$ cat config.mk
export PLATFORM = sky130hd
export DESIGN_NAME = dcpu16_arb
export DESIGN_NICKNAME = d
export VERILOG_FILES = /design/src/rtl/dcpu16_arb_pkg.sv /design/src/rtl/dcpu16_arb_pick.sv /design/src/rtl/dcpu16_arb.sv
export SDC_FILE = /design/constraint.sdc
export NUM_CORES = 1
export LEC_CHECK = 0
export CAP_MARGIN = 20
export CORE_MARGIN = 5
export CORE_UTILIZATION = 21
export DETAILED_ROUTE_END_ITERATION = 10
export HOLD_SLACK_MARGIN = 0.03
export PLACE_DENSITY = 0.9
export SKIP_LAST_GASP = 1
export SYNTH_ARGS = -nofsm -noshare
export SYNTH_HDL_FRONTEND = slang
export SYNTH_HIERARCHICAL = 1
export SYNTH_SLANG_ARGS = --single-unit
$ cat constraint.sdc
create_clock -name clk -period 1.5 [get_ports clk]
set_clock_uncertainty 0.05 [all_clocks]
set_input_delay 0.225 -clock clk [delete_from_list [all_inputs] [get_ports clk]]
set_output_delay 0.225 -clock clk [all_outputs]
set_load 0.03 [all_outputs]
$ cat src/rtl/dcpu16_arb_pkg.sv
// Shared definitions for the DCPU16 memory-bus arbiter: FSM state encoding and priority modes.
package dcpu16_arb_pkg;

  typedef enum logic {
    ARB_IDLE = 1'b0,
    ARB_BUSY = 1'b1
  } arb_state_t;

  localparam int ARB_FIXED = 0;
  localparam int ARB_RR    = 1;

endpackage

$ cat src/rtl/dcpu16_arb_pick.sv
// Combinational NCH-wide priority picker: lowest index wins, or search starting at ptr when mode=1.
module dcpu16_arb_pick
  import dcpu16_arb_pkg::*;
#(
  parameter int NCH = 2,
  parameter int PW  = 1
) (
  input  logic [NCH-1:0] req,
  input  logic [PW-1:0]  ptr,
  input  logic           mode,
  output logic [NCH-1:0] pick
);

  logic [PW-1:0]    sh;
  logic [2*NCH-1:0] dbl_req;
  logic [2*NCH-1:0] dbl_oh;
  logic [NCH-1:0]   rot_req;
  logic [NCH-1:0]   rot_oh;
  logic             found;

  // Rotate requests so the search start sits at bit 0, pick the first one, rotate back.
  always_comb begin
    sh      = mode ? ptr : '0;
    dbl_req = {req, req} >> sh;
    rot_req = dbl_req[NCH-1:0];
    rot_oh  = '0;
    found   = 1'b0;
    for (int k = 0; k < NCH; k++) begin
      if (!found && rot_req[k]) begin
        rot_oh[k] = 1'b1;
        found     = 1'b1;
      end
    end
    dbl_oh = {rot_oh, rot_oh} << sh;
    pick   = dbl_oh[2*NCH-1:NCH];
  end

endmodule

$ cat src/rtl/dcpu16_arb.sv
// N-channel single-beat memory-bus arbiter with registered one-hot grant.
// Optional busy timeout enabled by defining DCPU16_ARB_TIMEOUT_EN.
module dcpu16_arb
  import dcpu16_arb_pkg::*;
#(
  parameter int NCH   = 2,
  parameter int AW    = 16,
  parameter int DW    = 16,
  parameter int MODE  = 0,
  parameter int TOCNT = 255
) (
  input  logic              clk,
  input  logic              rst,
  input  logic [NCH-1:0]    m_stb,
  input  logic [NCH-1:0]    m_wre,
  input  logic [NCH*AW-1:0] m_adr,
  input  logic [NCH*DW-1:0] m_dto,
  output logic [NCH-1:0]    m_ack,
  output logic [NCH-1:0]    m_err,
  output logic [DW-1:0]     m_dti,
  output logic              s_stb,
  output logic              s_wre,
  output logic [AW-1:0]     s_adr,
  output logic [DW-1:0]     s_dto,
  input  logic              s_ack,
  input  logic [DW-1:0]     s_dti,
  output logic [NCH-1:0]    gnt
);

  localparam int PW = (NCH > 1) ? $clog2(NCH) : 1;

  if (NCH < 2 || NCH > 8 || TOCNT < 1 || TOCNT > 65535) begin : g_param_check
    $error("dcpu16_arb: NCH or TOCNT out of range");
  end

  arb_state_t     state, state_nxt;
  logic [NCH-1:0] gnt_nxt;
  logic [PW-1:0]  ptr, ptr_nxt;
  logic [PW-1:0]  pidx;
  logic [NCH-1:0] pick;
  logic           busy;
  logic           to_fire;

  assign busy = (state == ARB_BUSY);

  dcpu16_arb_pick #(
    .NCH (NCH),
    .PW  (PW)
  ) u_pick (
    .req  (m_stb),
    .ptr  (ptr),
    .mode (MODE == ARB_RR),
    .pick (pick)
  );

  always_comb begin
    pidx = '0;
    for (int i = 0; i < NCH; i++) begin
      if (pick[i]) pidx = PW'(i);
    end
  end

  // Slave-side mux; the grant is one-hot so at most one channel drives.
  always_comb begin
    s_stb = 1'b0;
    s_wre = 1'b0;
    s_adr = '0;
    s_dto = '0;
    for (int i = 0; i < NCH; i++) begin
      if (busy && gnt[i]) begin
        s_stb = m_stb[i];
        s_wre = m_wre[i];
        s_adr = m_adr[i*AW +: AW];
        s_dto = m_dto[i*DW +: DW];
      end
    end
  end

  assign m_ack = gnt & {NCH{busy & s_stb & s_ack}};
  assign m_err = gnt & {NCH{to_fire}};
  assign m_dti = s_dti;

`ifdef DCPU16_ARB_TIMEOUT_EN
  logic [15:0] tocnt, tocnt_nxt;

  // s_ack on the final cycle wins over the timeout.
  assign to_fire = busy & s_stb & ~s_ack & (tocnt == 16'(TOCNT - 1));

  always_comb begin
    tocnt_nxt = tocnt;
    if (!busy && (|m_stb)) tocnt_nxt = '0;
    else if (busy)         tocnt_nxt = tocnt + 16'd1;
  end

  always_ff @(posedge clk or posedge rst) begin
    if (rst) tocnt <= '0;
    else     tocnt <= tocnt_nxt;
  end
`else
  assign to_fire = 1'b0;
`endif

  always_comb begin
    state_nxt = state;
    gnt_nxt   = gnt;
    ptr_nxt   = ptr;
    case (state)
      ARB_IDLE: begin
        if (|m_stb) begin
          state_nxt = ARB_BUSY;
          gnt_nxt   = pick;
          ptr_nxt   = (pidx == PW'(NCH - 1)) ? '0 : pidx + 1'b1;
        end
      end
      ARB_BUSY: begin
        // A dropped strobe aborts the beat; s_ack is meaningless without it.
        if ((s_stb && s_ack) || !s_stb || to_fire) begin
          state_nxt = ARB_IDLE;
          gnt_nxt   = '0;
        end
      end
      default: begin
        state_nxt = ARB_IDLE;
        gnt_nxt   = '0;
      end
    endcase
  end

  always_ff @(posedge clk or posedge rst) begin
    if (rst) begin
      state <= ARB_IDLE;
      gnt   <= '0;
      ptr   <= '0;
    end else begin
      state <= state_nxt;
      gnt   <= gnt_nxt;
      ptr   <= ptr_nxt;
    end
  end

endmodule

==> results_dict.tcl <==
set metrics [dict create \
    status "finished with violations" \
    violations "setup timing" \
    pre_cts_ws_ns -0.0673 \
    core_mm2 0.00369 \
    yosysUniqueCellTypes 26 \
    grt_pass1_vias 1209 \
    power_density_mw_per_mm2 803 \
    drive_above_1_share_pct 48.7 \
    multi_input_area_um2 753 \
    portBuffers 108 \
    ant_nets 0 \
    p_comb_share_pct 78.3 \
    final_nets 283 \
    p_clk_share_pct 12.8 \
    leakage_nw 1.06 \
    endpoint_kind "primary output" \
    yosysWarningCount 6 \
    drc 0 \
    ys_seq_area_share_pct 12.4 \
    hold_viol_final 0 \
    ys_ff_latch 4 \
    die_y_um 72.0 \
    cts_root_buf "clkbuf_8" \
    layout.area.seq_um2 103 \
    crit_path_cell_trace "and2_4, buf_12, a22o_4, buf_4" \
    dr_total_vias 1163 \
    start_kind "register" \
    grt-ovfl-total 0 \
    initial_core_util_pct 21.9 \
    syn-cell-area_um2 808 \
    rows 22 \
    cpPeakStageDelay_ns 0.45 \
    cts_inserted_buffers 3 \
    n_fill_cell 296 \
    p_seq_share_pct 8.9 \
    via_per_inst 4.79 \
    synthCells 91 \
    layout_common_cells "clkdlybuf4s50_1 (70), a22o_4 (30), buf_6 (30)" \
    cap_violations 0 \
    avgSynthCellArea_um2 8.88 \
    clk-insertion-delay-late_ns 0.22 \
    final_common_cell "clkdlybuf4s50_1" \
    rrSetupSlack_ns 0.31 \
    maxSlewViolCount 0 \
    routed_wl_um 4600 \
    path_max_fanout 8 \
    antenna_cells 0 \
    dr.pass1.iters 4 \
    worstPathRequired_ns 1.22 \
    syn_to_final_growth_pct 186 \
    die-area_mm2 0.00519 \
    crit_family "flip-flops" \
    place_congestion 0.721 \
    period_needed_ns 1.68 \
    clkTransAtPathRegs_ns 0.03 \
    grtUsageTotal_pct 15.9 \
    final_util_pct 62.8 \
    hold_path_class "in2async" \
    fin_ws_ns -0.183 \
    p_int_mw 1.12 \
    cts.sinks 4 \
    wl_per_cell_um 18.9 \
    cts_tree "done" \
    htreeDepth 1 \
    vdd_ir_drop_max_uv 425 \
    die_w_um 72.0 \
    cp_num_buf_inv 2 \
    cts_hold_repair.buffers 0 \
    fmax_mhz 594 \
    boundaryPins 143 \
    crit_type "reg2out" \
    dp_hpwl_um 3530 \
    switching_share_pct 40.0 \
    p_switching_mw 0.744 \
    worstPathArrival_ns 1.41 \
    antenna_found_initial 0 \
    min_period_over_period_pct 112 \
    cts_buffer_depth 2 \
    slowest_stage "dfrtp_2" \
    drtIter0Drc 63 \
    grt_max_degree 19 \
    setup_violations 36 \
    grt_pass1_wl_um 6400 \
    rsz0062_at_grt "yes" \
]
-- cell usage after synthesis --
cell | count | area, um^2
a22o_1 | 34 | 298
nand2_1 | 2 | 7.51
and2_4 | 1 | 8.76
a21boi_1 | 1 | 7.51
nor2b_1 | 1 | 6.26
nor2_4 | 1 | 11.3
buf_4 | 19 | 143
nand3_1 | 1 | 5.00
o31ai_1 | 1 | 7.51
mux2i_1 | 1 | 10.0
nand2_2 | 1 | 6.26
dfrtp_1 | 4 | 100
and3_1 | 2 | 12.5
a22oi_1 | 1 | 7.51
o22ai_1 | 1 | 6.26
o32ai_1 | 1 | 8.76
nand3b_1 | 1 | 7.51
buf_8 | 3 | 45.0
nand4b_1 | 1 | 8.76
inv_1 | 2 | 7.51
o21ba_2 | 1 | 10.0
a21oi_1 | 2 | 10.0
conb_1 | 1 | 3.75
nor2_1 | 2 | 7.51
a31oi_1 | 1 | 6.26
buf_6 | 5 | 56.3
-- kinds of logic (layout without fill, tap and decap cells) --
logic type	Yosys count	in the layout	synth area share (%)
flops	4	4	12.4
mux	1	1	1.24
compound gates	43	43	44.7
buf+inv	29	130	31.1
other cells	1	4	0.464
simple gates	13	13	10.1
-- layout make-up --
| type | count | share of cell area, % |
|---|---|---|
| inverters | 2 | 0.324 |
| well taps | 48 | 2.59 |
| flip-flops and latches | 4 | 4.43 |
| clock buffers | 4 | 1.95 |
| repair buffers | 124 | 58.2 |
| multi-input cells | 61 | 32.5 |
-- metal layers --
| layer | up-vias | global-route usage [%] | share of wire (%) |
|---|---|---|---|
| met5 | - | 0 | 0 |
| met4 | 0 | 6.47 | 1.6 |
| met3 | 8 | 4.16 | 9.7 |
| met2 | 78 | 28.8 | 52 |
| met1 | 532 | 17.5 | 37 |
| li1 | 545 | - | - |
-- flip-flops by register name, indices dropped and copies added, names as in the netlist --
signal	flops
ptr	1
gnt	2
busy	1
-- what timing repair did --
action                                  CTS  global route
pin swaps                                 2             0
endpoints found under the setup margin   38            36
buffers inserted                          3             1
cloned                                    0             1
gates resized for setup                  35             1
-- worst paths after layout --
| kind | from | to | depth (start not counted) |
|---|---|---|---|
| worst min register to register | ptr | ptr | 2 |
| min in group clk | s_dti[0] | m_dti[0] | 0 |
| worst max-delay path | gnt[1] | s_dto[7] | 4 |
| worst min-delay path | rst | ptr | 2 |
| worst max register to register | gnt[1] | gnt[0] | 4 |
| max in group asynchronous | rst | gnt[0] | 2 |
-- stage by stage --
step	area, um^2	hold WS (ns)	total power, mW	TNS (ns)	cells
after floorplan	1100	-0.0590	1.04	-1.11	94
after global placement	2090	0.371	1.47	-0.0660	234
after detailed placement	2090	0.373	1.48	-0.120	234
after CTS	2280	0.150	1.84	-4.65	241
after global routing	2310	0.171	1.95	-6.47	243
final	2310	0.148	1.86	-5.19	243
-- power by group through the flow --
stage	clock [mW]	combinational, mW	sequential [mW]
2_1_floorplan	0	0.863	0.174
3_3_place_gp	0	1.30	0.168
3_5_place_dp	0	1.31	0.170
4_1_cts	0.246	1.43	0.166
5_1_grt	0.260	1.52	0.169
6_report	0.239	1.45	0.165
Note: power is estimated with default switching activity, not from simulation.
